===== src/rtl/sng_decoder.sv =====
// sng_decoder: stochastic-to-binary converter (receive end of the SNG encoder).
//
// Collects a BITSTREAM-bit stochastic word as BITSTREAM/LANES beats of LANES
// bits, counts the ones (s), and maps s back to a signed QUANT-bit value:
//   u = (s * 2^QUANT + BITSTREAM/2) >> log2(BITSTREAM)
//   q = u - 2^(QUANT-1), clamped high at 2^(QUANT-1)-1.
//
// Ports:
//   clk     in   rising-edge clock
//   rst_n   in   asynchronous active-low reset
//   iValid  in   input chunk valid
//   oReady  out  decoder can accept a chunk (ACCUM state)
//   iChunk  in   LANES stream bits, beat k = word bits [k*LANES +: LANES]
//   oValid  out  oData holds a decoded value (OUTPUT state)
//   iReady  in   downstream accepts oData
//   oData   out  signed decoded value
//   oSat    out  high-side clamp flag, only with SNG_DECODER_SAT_FLAG_EN
//
// Optional build macro: SNG_DECODER_SAT_FLAG_EN adds the oSat output.
//
// state  | meaning
// ACCUM  | accepting beats, accumulating ones count
// OUTPUT | holding decoded value until downstream takes it
module sng_decoder #(
    parameter int BITSTREAM = 64,
    parameter int LANES     = 8,
    parameter int QUANT     = 8
) (
    input  logic             clk,
    input  logic             rst_n,
    input  logic             iValid,
    output logic             oReady,
    input  logic [LANES-1:0] iChunk,
    output logic             oValid,
    input  logic             iReady,
    output logic [QUANT-1:0] oData
`ifdef SNG_DECODER_SAT_FLAG_EN
    ,
    output logic             oSat
`endif
);

    localparam int BEATS = BITSTREAM / LANES;
    localparam int BW    = (BEATS > 1) ? $clog2(BEATS) : 1;
    localparam int CW    = $clog2(BITSTREAM + 1);
    localparam int LOG2B = $clog2(BITSTREAM);
    localparam int UW    = CW + QUANT + 1;

    typedef enum logic {
        ACCUM  = 1'b0,
        OUTPUT = 1'b1
    } state_t;

    state_t           state_q, state_d;
    logic [CW-1:0]    cnt_q, cnt_d;
    logic [BW-1:0]    beat_q, beat_d;
    logic [QUANT-1:0] data_q, data_d;

    logic [CW-1:0]    pop;
    logic [CW-1:0]    s_total;
    logic [UW-1:0]    num;
    logic [UW-1:0]    u;
    logic             sat;
    logic [QUANT-1:0] q_val;
    logic             last_beat;

`ifdef SNG_DECODER_SAT_FLAG_EN
    logic sat_q, sat_d;
`endif

    always_comb begin
        pop = '0;
        for (int i = 0; i < LANES; i++) begin
            pop = pop + CW'(iChunk[i]);
        end
    end

    // Full-width rounding divide; u never exceeds 2^QUANT, so any bit at or
    // above QUANT means the value hit the top end and must clamp.
    assign s_total = cnt_q + pop;
    assign num     = (UW'(s_total) << QUANT) + UW'(BITSTREAM / 2);
    assign u       = num >> LOG2B;
    assign sat     = |u[UW-1:QUANT];
    // Subtracting 2^(QUANT-1) from an in-range u only flips its top bit.
    assign q_val   = sat ? {1'b0, {(QUANT-1){1'b1}}}
                         : {~u[QUANT-1], u[QUANT-2:0]};

    assign last_beat = (beat_q == BW'(BEATS - 1));

    always_comb begin
        state_d = state_q;
        cnt_d   = cnt_q;
        beat_d  = beat_q;
        data_d  = data_q;
`ifdef SNG_DECODER_SAT_FLAG_EN
        sat_d   = sat_q;
`endif
        case (state_q)
            ACCUM: begin
                if (iValid) begin
                    if (last_beat) begin
                        data_d  = q_val;
`ifdef SNG_DECODER_SAT_FLAG_EN
                        sat_d   = sat;
`endif
                        cnt_d   = '0;
                        beat_d  = '0;
                        state_d = OUTPUT;
                    end else begin
                        cnt_d  = s_total;
                        beat_d = beat_q + BW'(1);
                    end
                end
            end
            OUTPUT: begin
                if (iReady) begin
                    state_d = ACCUM;
                end
            end
            default: state_d = ACCUM;
        endcase
    end

    always_ff @(posedge clk or negedge rst_n) begin
        if (!rst_n) begin
            state_q <= ACCUM;
            cnt_q   <= '0;
            beat_q  <= '0;
            data_q  <= '0;
        end else begin
            state_q <= state_d;
            cnt_q   <= cnt_d;
            beat_q  <= beat_d;
            data_q  <= data_d;
        end
    end

`ifdef SNG_DECODER_SAT_FLAG_EN
    always_ff @(posedge clk or negedge rst_n) begin
        if (!rst_n) begin
            sat_q <= 1'b0;
        end else begin
            sat_q <= sat_d;
        end
    end
    assign oSat = sat_q;
`endif

    assign oReady = (state_q == ACCUM);
    assign oValid = (state_q == OUTPUT);
    assign oData  = data_q;

endmodule


===== config.mk =====
export PLATFORM = sky130hd
export DESIGN_NAME = sng_decoder
export DESIGN_NICKNAME = d
export VERILOG_FILES = /design/src/rtl/sng_decoder.sv
export SDC_FILE = /design/constraint.sdc
export NUM_CORES = 1
export LEC_CHECK = 0
export BUFFER_PORTS_ARGS = -buffer_cell sky130_fd_sc_hd__buf_2
export CORE_ASPECT_RATIO = 1.4
export CORE_UTILIZATION = 57
export CTS_CLUSTER_SIZE = 25
export DETAILED_ROUTE_END_ITERATION = 6
export PLACE_DENSITY = 0.82
export SYNTH_ARGS = -nofsm -noshare
export SYNTH_HDL_FRONTEND = slang
export SYNTH_SLANG_ARGS = --single-unit

===== constraint.sdc =====
create_clock -name clk -period 5.3 [get_ports clk]
set_clock_uncertainty 0.05 [all_clocks]
set_input_delay 1.06 -clock clk [delete_from_list [all_inputs] [get_ports clk]]
set_output_delay 1.06 -clock clk [all_outputs]
set_load 0.1 [all_outputs]

==> flow_summary.json <==
{
  "fill_cells": 139,
  "cap_violations": 0,
  "synth.distinct_cells": 25,
  "dieArea_mm2": 0.00205,
  "max_freq_mhz": 240,
  "row_count": 18,
  "post_cts_resized": 0,
  "cts_sinks": 18,
  "synth_edf_count": 0,
  "dp_hpwl_um": 1590,
  "final_common_cell": "buf_2",
  "design_area_mm2": 0.00122,
  "post-place-ws_ns": 0.782,
  "numPortBuffers": 21,
  "vias_per_cell": 5.44,
  "drc": 0,
  "clk_pin_slew_ns": 0.11,
  "vias": 811,
  "min_from": "beat_q[2]",
  "ys_seq_area_share_pct": 42.2,
  "yosysWarnings": 0,
  "syn_area_per_cell_um2": 9.99,
  "syn_area_mm2": 0.00107,
  "postCtsSetupBuffers": 0,
  "io_pins": 22,
  "finalCritPeriodShare_pct": 78.8,
  "min_period_ns": 4.17,
  "syn_inst": 107,
  "ctsHtreeMaxLevel": 1,
  "r2r-end": "oData[5]",
  "max_slew_margin_pct": 67.2,
  "grt_use_total_pct": 23.2,
  "gp_congestion": 0.845,
  "die_y_um": 53.2,
  "nets": 155,
  "grt_max_degree": 19,
  "status": "completed",
  "die_w_um": 38.6,
  "synth_ff_type": "dfrtp_1",
  "dpl_cell_area_mm2": 0.00118,
  "synth_fp_nets": 132,
  "crit_type": "in2reg",
  "grt_pass1_wl_um": 3150,
  "antenna_found_initial": 0,
  "timing.setup.tns_ns": 0,
  "setup_viol": 0,
  "whs_path_depth": 2,
  "multi_input_area_um2": 556,
  "hold_violations": 0,
  "clockBufferDepth": 2,
  "cts_tree": "yes",
  "cp-start-kind": "input port",
  "core_mm2": 0.00176,
  "final_cell_mix": "buf_2 (21), nand2_1 (19), dfrtp_1 (18), inv_1 (12), o21ai_0 (9)",
  "clockRootBuffer": "clkbuf_4",
  "synth-async-reset-ratio_pct": 100,
  "reg2reg_from": "cnt_q[0]",
  "first_global_vias": 778,
  "rsz0062_at_grt": "false",
  "clkLatencyLatePin_ns": 0.30,
  "initial_core_util_pct": 60.8,
  "cp.arrival_ns": 4.32,
  "slew_violations": 0,
  "drive_gt1_share_pct": 23.3,
  "grt_overflow": 0,
  "min_to": "beat_q[2]",
  "tightest_slew_ns": 0.490,
  "drtIter0Drc": 22,
  "regArea_um2": 450,
  "worstRegToRegCells": 11,
  "wirelength_um": 1970,
  "wire_per_inst_um": 13.2,
  "cp_data_required_time_ns": 5.44,
  "end_kind": "flop",
  "drtAntennaViolNets": 0,
  "ff2ff_setup_slack_ns": 2.09,
  "worst_slack_ns": 1.13,
  "cts_made_buffers": 3,
  "syn_to_final_growth_pct": 13.9,
  "ys_ff_latch": 18,
  "min_path_type": "reg2reg",
  "cp_max_fo": 3,
  "antennaDiodeCount": 0,
  "drtPass1Iterations": 4,
  "ctsHoldBuffers": 0
}
cells by family after synthesis:
family / Yosys count / share of synthesized area, %
AOI/OAI and AO/OA: 23 / 15.5
xor gates and xnor gates: 5 / 4.10
adders and majority gates: 13 / 18.7
buffers and inverters: 15 / 5.85
DFF: 18 / 42.2
and+or+nand+nor: 33 / 13.7
through the flow:
stage | util (%) | instances | hold slack, ns
after floorplan | - | 107 | 0.400
after global placement | 67.2 | 145 | 0.412
after detailed placement | 67.2 | 145 | 0.420
after CTS | 69.3 | 149 | 0.445
after global routing | 69.3 | 149 | 0.478
final | 69.3 | 149 | 0.442
flip-flops by register name (all words and copies together) (netlist names):
signal  count
cnt_q       7
beat_q      3
oValid      1
oData       7
synth_stat cells (2+ instances only):
library cell | instances | area share (%)
nor2b_1 | 2 | 1.2
a21oi_1 | 2 | 0.94
o22a_1 | 3 | 2.5
nand2_1 | 19 | 6.7
fa_1 | 5 | 9.4
buf_2 | 2 | 0.94
xnor2_1 | 4 | 3.3
o21ai_0 | 9 | 4.2
nand3_1 | 2 | 0.94
a22o_1 | 3 | 2.5
ha_1 | 8 | 9.4
nor2_1 | 7 | 2.5
dfrtp_1 | 18 | 42
inv_1 | 12 | 4.2
critical path: stages:
cell and delay (ns):
buf_2 0.11, fa_1 0.53, inv_1 0.05, fa_1 0.46, fa_1 0.51, fa_1 0.18
inv_1 0.05, fa_1 0.42, a211oi_2 0.33, nor2_4 0.08, xnor2_1 0.18, nand2_1 0.12
o22a_1 0.22
final cells by class:
cell class | instances | share of cell area, %
well taps | 20 | 2.06
repair buffers | 21 | 8.63
inverters | 12 | 3.70
multi-input cells | 74 | 45.6
flip-flops and latches | 18 | 37.0
clock buffers | 4 | 2.98
how the worst max path moves through the flow:
stage	from	end	slack [ns]	cells past startpoint
6_report	iChunk[0]	oData[5]	1.13	13
3_3_place_gp	iChunk[0]	oData[4]	0.91	13
4_1_cts	iChunk[0]	oData[4]	1.11	13
5_1_grt	iChunk[0]	oData[4]	0.96	13
2_1_floorplan	iChunk[0]	oData[7]	1.10	12
3_5_place_dp	iChunk[0]	oData[4]	0.78	13
metal layers:
metal  wire (µm)  global-route usage, %
met2        1060                   39.2
met3          75                   5.88
met1         783                   24.8
met4          56                   14.4
met5           0                      0
Power is left out: the tool's default activity adds up to more than one toggle a clock period on the data nets, which glitch-free logic cannot reach.
